<file path="config.mk">
export PLATFORM = sky130hd
export DESIGN_NAME = axis_ilv_to_parallel
export DESIGN_NICKNAME = d
export VERILOG_FILES = /design/src/rtl/axis_ilv_to_parallel_pkg.sv /design/src/rtl/axis_ilv_to_parallel_out_reg.sv /design/src/rtl/axis_ilv_to_parallel.sv
export SDC_FILE = /design/constraint.sdc
export NUM_CORES = 1
export LEC_CHECK = 0
export CORE_AREA = 3 3 68 70
export CTS_CLUSTER_SIZE = 28
export DETAILED_ROUTE_END_ITERATION = 6
export DIE_AREA = 0 0 71 73
export GPL_ROUTABILITY_DRIVEN = 0
export PLACE_DENSITY = 0.49
export SYNTH_ARGS = -nofsm -noshare
export SYNTH_HDL_FRONTEND = slang
export SYNTH_SLANG_ARGS = --single-unit
</file>
<file path="constraint.sdc">
create_clock -name aclk -period 1.5 [get_ports aclk]
set_input_delay 0.3 -clock aclk [delete_from_list [all_inputs] [get_ports aclk]]
set_output_delay 0.3 -clock aclk [all_outputs]
set_load 0.02 [all_outputs]
</file>
<file path="src/rtl/axis_ilv_to_parallel_pkg.sv">
// Shared helpers for the interleaved-to-parallel AXIS packer: slot counter sizing
// and mapping of a channel slot to its bit position in the packed beat.
package axis_ilv_to_parallel_pkg;

  function automatic int slot_w(input int num_ch);
    return (num_ch > 1) ? $clog2(num_ch) : 1;
  endfunction

  // ch0 sits in the MSBs, so slot k starts (NUM_CH-1-k) samples above bit 0
  function automatic int slot_lsb(input int slot, input int num_ch, input int data_w);
    return (num_ch - 1 - slot) * data_w;
  endfunction

endpackage

</file>
<file path="src/rtl/axis_ilv_to_parallel_out_reg.sv">
// Single-entry AXIS holding register: loads a packed beat with last/user and keeps it
// stable until the downstream handshake pops it.
module axis_ilv_to_parallel_out_reg #(
  parameter int W = 16
) (
  input  logic         aclk,
  input  logic         aresetn,
  input  logic         load,
  input  logic [W-1:0] load_data,
  input  logic         load_last,
  input  logic         load_user,
  input  logic         pop,
  output logic         valid,
  output logic [W-1:0] data,
  output logic         last,
  output logic         user
);

  // Load wins over pop so a same-cycle refill keeps valid high with no bubble
  always_ff @(posedge aclk) begin
    if (!aresetn) begin
      valid <= 1'b0;
      data  <= {W{1'b0}};
      last  <= 1'b0;
      user  <= 1'b0;
    end else if (load) begin
      valid <= 1'b1;
      data  <= load_data;
      last  <= load_last;
      user  <= load_user;
    end else if (pop) begin
      valid <= 1'b0;
    end
  end

endmodule

</file>
<file path="src/rtl/axis_ilv_to_parallel.sv">
// Packs NUM_CH time-interleaved AXIS samples into one wide beat (ch0 in the MSBs),
// realigning TLAST and padding/flagging groups cut short by an early TLAST.
module axis_ilv_to_parallel
  import axis_ilv_to_parallel_pkg::*;
#(
  parameter int                DATA_W  = 8,
  parameter int                NUM_CH  = 2,
  parameter logic [DATA_W-1:0] PAD_VAL = {DATA_W{1'b0}}
) (
  input  logic                     aclk,
  input  logic                     aresetn,
  input  logic [DATA_W-1:0]        s_axis_tdata,
  input  logic                     s_axis_tvalid,
  output logic                     s_axis_tready,
  input  logic                     s_axis_tlast,
  output logic [NUM_CH*DATA_W-1:0] m_axis_tdata,
  output logic                     m_axis_tvalid,
  input  logic                     m_axis_tready,
  output logic                     m_axis_tlast,
  output logic                     m_axis_tuser,
  output logic                     err_misalign
);

  localparam int                OUT_W     = NUM_CH * DATA_W;
  localparam int                SLOT_W    = slot_w(NUM_CH);
  localparam logic [SLOT_W-1:0] LAST_SLOT = SLOT_W'(NUM_CH - 1);

  logic [SLOT_W-1:0] slot_r;
  logic [OUT_W-1:0]  acc_r;
  logic              err_r;
  logic [OUT_W-1:0]  beat_s;
  logic              m_valid_s;
  logic              last_slot_s;
  logic              out_free_s;
  logic              s_hs_s;
  logic              emit_s;
  logic              flush_s;

  assign last_slot_s   = (slot_r == LAST_SLOT);
  assign out_free_s    = !m_valid_s || m_axis_tready;
  // Only a beat that would complete a group needs room downstream
  assign s_axis_tready = (!last_slot_s && !s_axis_tlast) ? 1'b1 : out_free_s;
  assign s_hs_s        = s_axis_tvalid && s_axis_tready;
  assign emit_s        = s_hs_s && (last_slot_s || s_axis_tlast);
  assign flush_s       = s_hs_s && s_axis_tlast && !last_slot_s;

  // Assemble the outgoing beat: stored slots, the live sample, then padding
  always_comb begin
    beat_s = {OUT_W{1'b0}};
    for (int i = 0; i < NUM_CH; i++) begin
      if (i < int'(slot_r)) begin
        beat_s[slot_lsb(i, NUM_CH, DATA_W) +: DATA_W] = acc_r[slot_lsb(i, NUM_CH, DATA_W) +: DATA_W];
      end else if (i == int'(slot_r)) begin
        beat_s[slot_lsb(i, NUM_CH, DATA_W) +: DATA_W] = s_axis_tdata;
      end else begin
        beat_s[slot_lsb(i, NUM_CH, DATA_W) +: DATA_W] = PAD_VAL;
      end
    end
  end

  // Slot counter, accumulator and misalignment pulse
  always_ff @(posedge aclk) begin
    if (!aresetn) begin
      slot_r <= {SLOT_W{1'b0}};
      acc_r  <= {OUT_W{1'b0}};
      err_r  <= 1'b0;
    end else begin
      err_r <= flush_s;
      if (emit_s) begin
        slot_r <= {SLOT_W{1'b0}};
        acc_r  <= {OUT_W{1'b0}};
      end else if (s_hs_s) begin
        slot_r <= slot_r + SLOT_W'(1'b1);
        acc_r[slot_lsb(int'(slot_r), NUM_CH, DATA_W) +: DATA_W] <= s_axis_tdata;
      end
    end
  end

  axis_ilv_to_parallel_out_reg #(
    .W (OUT_W)
  ) u_out_reg (
    .aclk      (aclk),
    .aresetn   (aresetn),
    .load      (emit_s),
    .load_data (beat_s),
    .load_last (s_axis_tlast),
    .load_user (!last_slot_s),
    .pop       (m_axis_tready),
    .valid     (m_valid_s),
    .data      (m_axis_tdata),
    .last      (m_axis_tlast),
    .user      (m_axis_tuser)
  );

  assign m_axis_tvalid = m_valid_s;
  assign err_misalign  = err_r;

endmodule
</file>
# Word level (Yosys, flattened, before mapping)
# Index checks and enable logic that the tools add are counted.
[classes] add_sub_neg=3 magnitude_cmp=1 shifts=2 mux=7 n_bitwise=1 n_reduce_logical=12
[ops] op="$neg A5 Y33" n=1
[ops] op="$shift A8 B33 Y16 const A" n=1
[ops] op="$shiftx A8 B33 Y16" n=1
[ops] op="$mux W8" n=3
[ops] op="$bwmux W16" n=1
[ops] op="$logic_and A1 B1 Y1" n=5
[ops] op="$logic_not A1 Y1" n=3
[ops] op="$mux W1" n=3
[ops] op="$logic_or A1 B1 Y1" n=2
[ops] op="$reduce_bool A2 Y1" n=1
[ops] op="$reduce_or A2 Y1" n=1
[ops] op="$sub A1 B1 Y2 const A" n=1
[ops] op="$add A1 B1 Y1 const B" n=1
[ops] op="$lt A1 B1 Y1 const A" n=1
[ops] op="$not A1 Y1" n=1
[word_totals] reg_bits=37 out_inout_bits=21 word_cells=33

# Depth between registers and ports, before layout
[logic_depth] word_depth=6 ltp_mapped=4 ltp_nobuf=3

# Hierarchy
# From an unflattened synthesis, not the netlist that was laid out.
[hier_totals] hier_cells=130 area_unflattened_um2=1326.3
[modules_own_cells] module="axis_ilv_to_parallel_out_reg" instances=1 cells_per_inst=60 area_each_um2=721.9 seq_area_each_um2=380.4
[modules_own_cells] module="axis_ilv_to_parallel" instances=1 cells_per_inst=70 area_each_um2=604.3 seq_area_each_um2=200.2

# Least setup slack after synthesis
# No wires, ideal clock.
[synth_path] path_kind="register to register" startpoint="reg u_out_reg.valid" endpoint="reg u_out_reg.data[10]" setup_time_ns=0.120 arrival_ns=1.225 required_time_ns=1.380 path_slack_ns=0.155 path_stages_with_launch=5 n_path_buf=1 cell_sequence="dfxtp_1 > and2b_1 > or3_1 > buf_4 > mux2i_1"
[synth_via] elab_chain_len=5
[synth_rtl] element="from (decl)" line_no="axis_ilv_to_parallel_out_reg.sv:13" rtl="output logic valid,"
[synth_rtl] element="from (signal assigned)" line_no="axis_ilv_to_parallel_out_reg.sv:22" rtl="valid <= 1'b0;"
[synth_rtl] element="from (signal assigned)" line_no="axis_ilv_to_parallel_out_reg.sv:27" rtl="valid <= 1'b1;"
[synth_rtl] element="from (signal assigned)" line_no="axis_ilv_to_parallel_out_reg.sv:32" rtl="valid <= 1'b0;"
[synth_rtl] element="$logic_not A1 Y1" line_no="axis_ilv_to_parallel.sv:40" rtl="assign out_free_s = !m_valid_s || m_axis_tready;"
[synth_rtl] element="$logic_or A1 B1 Y1" line_no="axis_ilv_to_parallel.sv:40"
[synth_rtl] element="$mux W1" line_no="axis_ilv_to_parallel.sv:42" rtl="assign s_axis_tready = (!last_slot_s && !s_axis_tlast) ? 1'b1 : out_free_s;"
[synth_rtl] element="$logic_and A1 B1 Y1" line_no="axis_ilv_to_parallel.sv:43" rtl="assign s_hs_s = s_axis_tvalid && s_axis_tready;"
[synth_rtl] element="$logic_and A1 B1 Y1" line_no="axis_ilv_to_parallel.sv:44" rtl="assign emit_s = s_hs_s && (last_slot_s || s_axis_tlast);"
[synth_rtl] element="to (signal assigned)" line_no="axis_ilv_to_parallel_out_reg.sv:23" rtl="data <= {W{1'b0}};"
[synth_rtl] element="to (signal assigned)" line_no="axis_ilv_to_parallel_out_reg.sv:28" rtl="data <= load_data;"
[synth_rtl] element="to (decl)" line_no="axis_ilv_to_parallel_out_reg.sv:14" rtl="output logic [W-1:0] data,"
# No other way between the ends.
# A chain may end at the register's enable or synchronous reset.

# Final worst setup path
[layout_path] startpoint="in s_axis_tlast" endpoint="reg acc_r[12]"
[layout_via] elab_chain_len=6 elab_cells_between_ends=7 cone_classes="mux: 1; reduce/logical: 6"
[layout_rtl] element="from (decl)" line_no="axis_ilv_to_parallel.sv:15" rtl="input logic s_axis_tlast,"
[layout_rtl] element="$logic_not A1 Y1" line_no="axis_ilv_to_parallel.sv:42"
[layout_rtl] element="$logic_and A1 B1 Y1" line_no="axis_ilv_to_parallel.sv:42"
[layout_rtl] element="$mux W1" line_no="axis_ilv_to_parallel.sv:42"
[layout_rtl] element="$logic_and A1 B1 Y1" line_no="axis_ilv_to_parallel.sv:43"
[layout_rtl] element="$logic_and A1 B1 Y1" line_no="axis_ilv_to_parallel.sv:44"
[layout_rtl] element="$reduce_or A2 Y1 (no source line)"
[layout_rtl] element="to (signal assigned)" line_no="axis_ilv_to_parallel.sv:65" rtl="acc_r <= {OUT_W{1'b0}};"
[layout_rtl] element="to (signal assigned)" line_no="axis_ilv_to_parallel.sv:71" rtl="acc_r <= {OUT_W{1'b0}};"
[layout_rtl] element="to (signal, indexed assignment)" line_no="axis_ilv_to_parallel.sv:74" rtl="acc_r[slot_lsb(int'(slot_r), NUM_CH, DATA_W) +: DATA_W] <= s_axis_tdata;"
[layout_rtl] element="to (decl)" line_no="axis_ilv_to_parallel.sv:29" rtl="logic [OUT_W-1:0] acc_r;"
# Several ways; a longest one is shown, not always the timed one.

==> impl_metrics.yaml <==
run_status:
  run_status: "completed"
drt:
  routed-via-count: 1090
  first_iter_violations: 60
  drtAntennaViolNets: 0
  remaining_drc_errors: 0
  vias_per_cell: 4.80
  number_of_optimization_iterations_in_the_first_detailed_route_pass: 2
  post_drt_wl_per_cell_um: 14.3
  wl_um: 3240
global_routing:
  antenna_found_initial: 0
  met1_layer_usage_reported_by_global_route_pct: 17.0
  grt_remaining_overflow: 0
  globalRouteTotalUtil_pct: 13.7
  gr-usage-met3_pct: 5.10
  groute.layer.met2.usage_pct: 21.0
  first_global_vias: 1092
  globalRoute.busiestLayer: "met2"
  grt_pass1_wl_um: 5450
  largest_net_degree_at_the_start_of_global_routing: 17
timing:
  maxClockFrequency_ghz: 0.694
  slew-limit-headroom_pct: 76.1
  final.setup.worst_slack_ns: 0.0593
  finalHoldWorstSlack_ns: 0.454
  finClkSkew_ns: 0.00328
  timing_hold_violations_final: 0
  timing.final.max_slew_violations: 0
  post-route-min-period_ns: 1.44
  max_slew.worst_pin.slew_ns: 0.358
  min_period_over_period_pct: 96.0
  rsz0062_at_grt: "no"
  setup_viol_count_final: 0
worst_setup_path:
  critPathRequiredTime_ns: 1.72
  worstSetupStartpointType: "input port"
  cp_cell_sequence: "clkdlybuf4s50_1, buf_4, and3b_2, or3b_1, a21oi_1"
  critical_path.slowest_cell: "sky130_fd_sc_hd__clkdlybuf4s50_1"
  ff2ff_path_depth: 4
  crit_type: "in -> reg"
  top_fanout_value_on_the_critical_path: 8
  slowest_delay_ns: 0.43
  endpoint_kind: "flip-flop"
  critical_path_arrival_ns: 1.66
yosys:
  postSynthRegisterBits: 29
  seq_area_frac_synth_pct: 47.8
  mappedNetlistArea_um2: 1210
  synth_cell_type_count: 26
  syn_warnings: 0
  synth_flop_cell: "sky130_fd_sc_hd__dfxtp_1"
  yosys.area.top_type: "sky130_fd_sc_hd__dfxtp_1"
  synth.top_cells.by_area: "sky130_fd_sc_hd__dfxtp_1 48%, sky130_fd_sc_hd__mux2_2 7.4%, sky130_fd_sc_hd__mux2i_1 6.6%, sky130_fd_sc_hd__a22o_1 5.8%, sky130_fd_sc_hd__or3b_1 5.8%"
  ys_async_sr_fraction_pct: 0
  synth_edf_count: 0
  netlist_instances: 122
  syn_nets: 135
  synthDominantCellAreaShare_pct: 47.8
  postSynthAreaPerCell_um2: 9.95
clock_network:
  cts_sinks: 29
  cts_tree: "done"
  clk_pin_slew_worst_paths_ns: 0.06
  numCtsBuffers: 5
  cts_max_path_buffers: 2
  htree_levels: 2
  cts_root_cell: "sky130_fd_sc_hd__clkbuf_8"
  worst_skew_pair.late_latency_ns: 0.28
floorplan:
  dieHeight_um: 73
  die_span_x_um: 71
  pin_count: 34
  initial_utilization_pct: 30.1
  die-area_um2: 5180
  placeable_area_um2: 4030
  floorplan.rows: 23
place:
  placement.setup.worst_slack_ns: -0.479
  portBuffers: 33
  dp_wirelength_um: 2240
final_layout:
  mostFrequentLayoutCell: "sky130_fd_sc_hd__dfxtp_1"
  n_fill_cell: 406
  area_delta_synth_final_pct: 51.5
  drive_above_1_share_pct: 23.7
  antenna_cells_inserted: 0
  leading_cell_types_in_the_layout_fill_and_taps_excluded: "29 x sky130_fd_sc_hd__dfxtp_1, 21 x sky130_fd_sc_hd__dlygate4sd2_1, 17 x sky130_fd_sc_hd__nand2_1"
  nets: 189
  postLayoutCoreUtil_pct: 45.7
min_path:
  hold_class: "reg -> reg"
  holdPathStages: 2
pwr:
  switching_share_pct: 23.7
  cellLeakagePower_nw: 0.850
  max-vdd-ir-drop_mv: 0.505
  power_report.internal_total_w: 0.00150
  net-switching-power_w: 0.000465
  power-per-cell-area_nw_per_um2: 1070
  power.clock.fraction_pct: 42.6
  share_seq_of_total_power_pct: 42.0
  power_frac_comb_pct: 15.4
job:
  maxCapViolCount: 0
cell families after synthesis:
kind of cell    count (synthesis)  share of synthesized area, %
compound gates                 34                          18.0
buf+inv                         9                          3.30
flops                          29                          47.8
mux                            16                          14.0
simple gates                   34                          16.8
critical path, delay by kind of cell:
family / cells / cell delay (ns)
AOI/OAI and AO/OA: 1 / 0.13
and+or+nand+nor: 2 / 0.63
buffers and inverters: 2 / 0.59
power by group through the flow:
stage	clock [W]	sequential, W	combinational [W]
6_report	0.000838	0.000825	0.000302
5_1_grt	0.000903	0.000829	0.000331
4_1_cts	0.000863	0.000825	0.000301
3_5_place_dp	0	0.000844	0.000309
3_3_place_gp	0	0.000842	0.000303
2_1_floorplan	0	0.000873	0.000126
per-stage QoR:
| stage | setup TNS, ns | area (µm²) | std cells | total power, W |
|---|---|---|---|---|
| 2_1_floorplan | 0 | 1210 | 122 | 0.000998 |
| 3_3_place_gp | -8.33 | 1710 | 216 | 0.00115 |
| 3_5_place_dp | -9.34 | 1710 | 216 | 0.00115 |
| 4_1_cts | 0 | 1820 | 225 | 0.00199 |
| 5_1_grt | 0 | 1840 | 227 | 0.00206 |
| 6_report | 0 | 1840 | 227 | 0.00197 |
cell usage after synthesis, drive strengths merged (2+ instances only):
master,number
a22o,8
nand2b,2
o31ai,2
or3b,8
clkbuf,3
a21oi,11
buf,3
dfxtp,29
mux2i,8
o21ai,10
inv,3
nand2,17
mux2,8
path summary, 6_finish.rpt:
check / startpoint / endpoint / slack [ns]
min: u_out_reg.data[14] / u_out_reg.data[14] / 0.45
max reg2reg: u_out_reg.valid / u_out_reg.data[5] / 0.13
min reg2reg: u_out_reg.data[14] / u_out_reg.data[14] / 0.45
max: s_axis_tlast / acc_r[12] / 0.06
layout make-up:
type	count	area [µm²]	area share (%)
Multi-Input combinational cell	85	616	33.5
Sequential cell	29	581	31.6
Timing Repair Buffer	52	453	24.6
Clock buffer	7	86.3	4.69
Tap cell	50	62.6	3.40
Clock inverter	1	30.0	1.63
Inverter	3	11.3	0.612
sequential cells by signal, summed over array words and instances (netlist names):
register / flops
acc_r: 8
err_misalign: 1
last_slot_s: 1
u_out_reg.data: 16
u_out_reg.last: 1
u_out_reg.user: 1
u_out_reg.valid: 1
what timing repair did:
action                                 in CTS  in global routing
endpoints found under the hold margin       0                  0
pin swaps                                   0                  1
hold buffers                                0                  0
setup endpoints to repair                  46                 11
setup buffers                               0                  1
gates resized for setup                    30                  4
cloned                                      1                  1
routing by layer:
metal  wire [µm]  part of all wire [%]
met5           0                     0
met4          57                   1.8
met3         184                   5.7
met2        1490                    46
met1        1510                    47
Power figures use the tool's default switching activity.
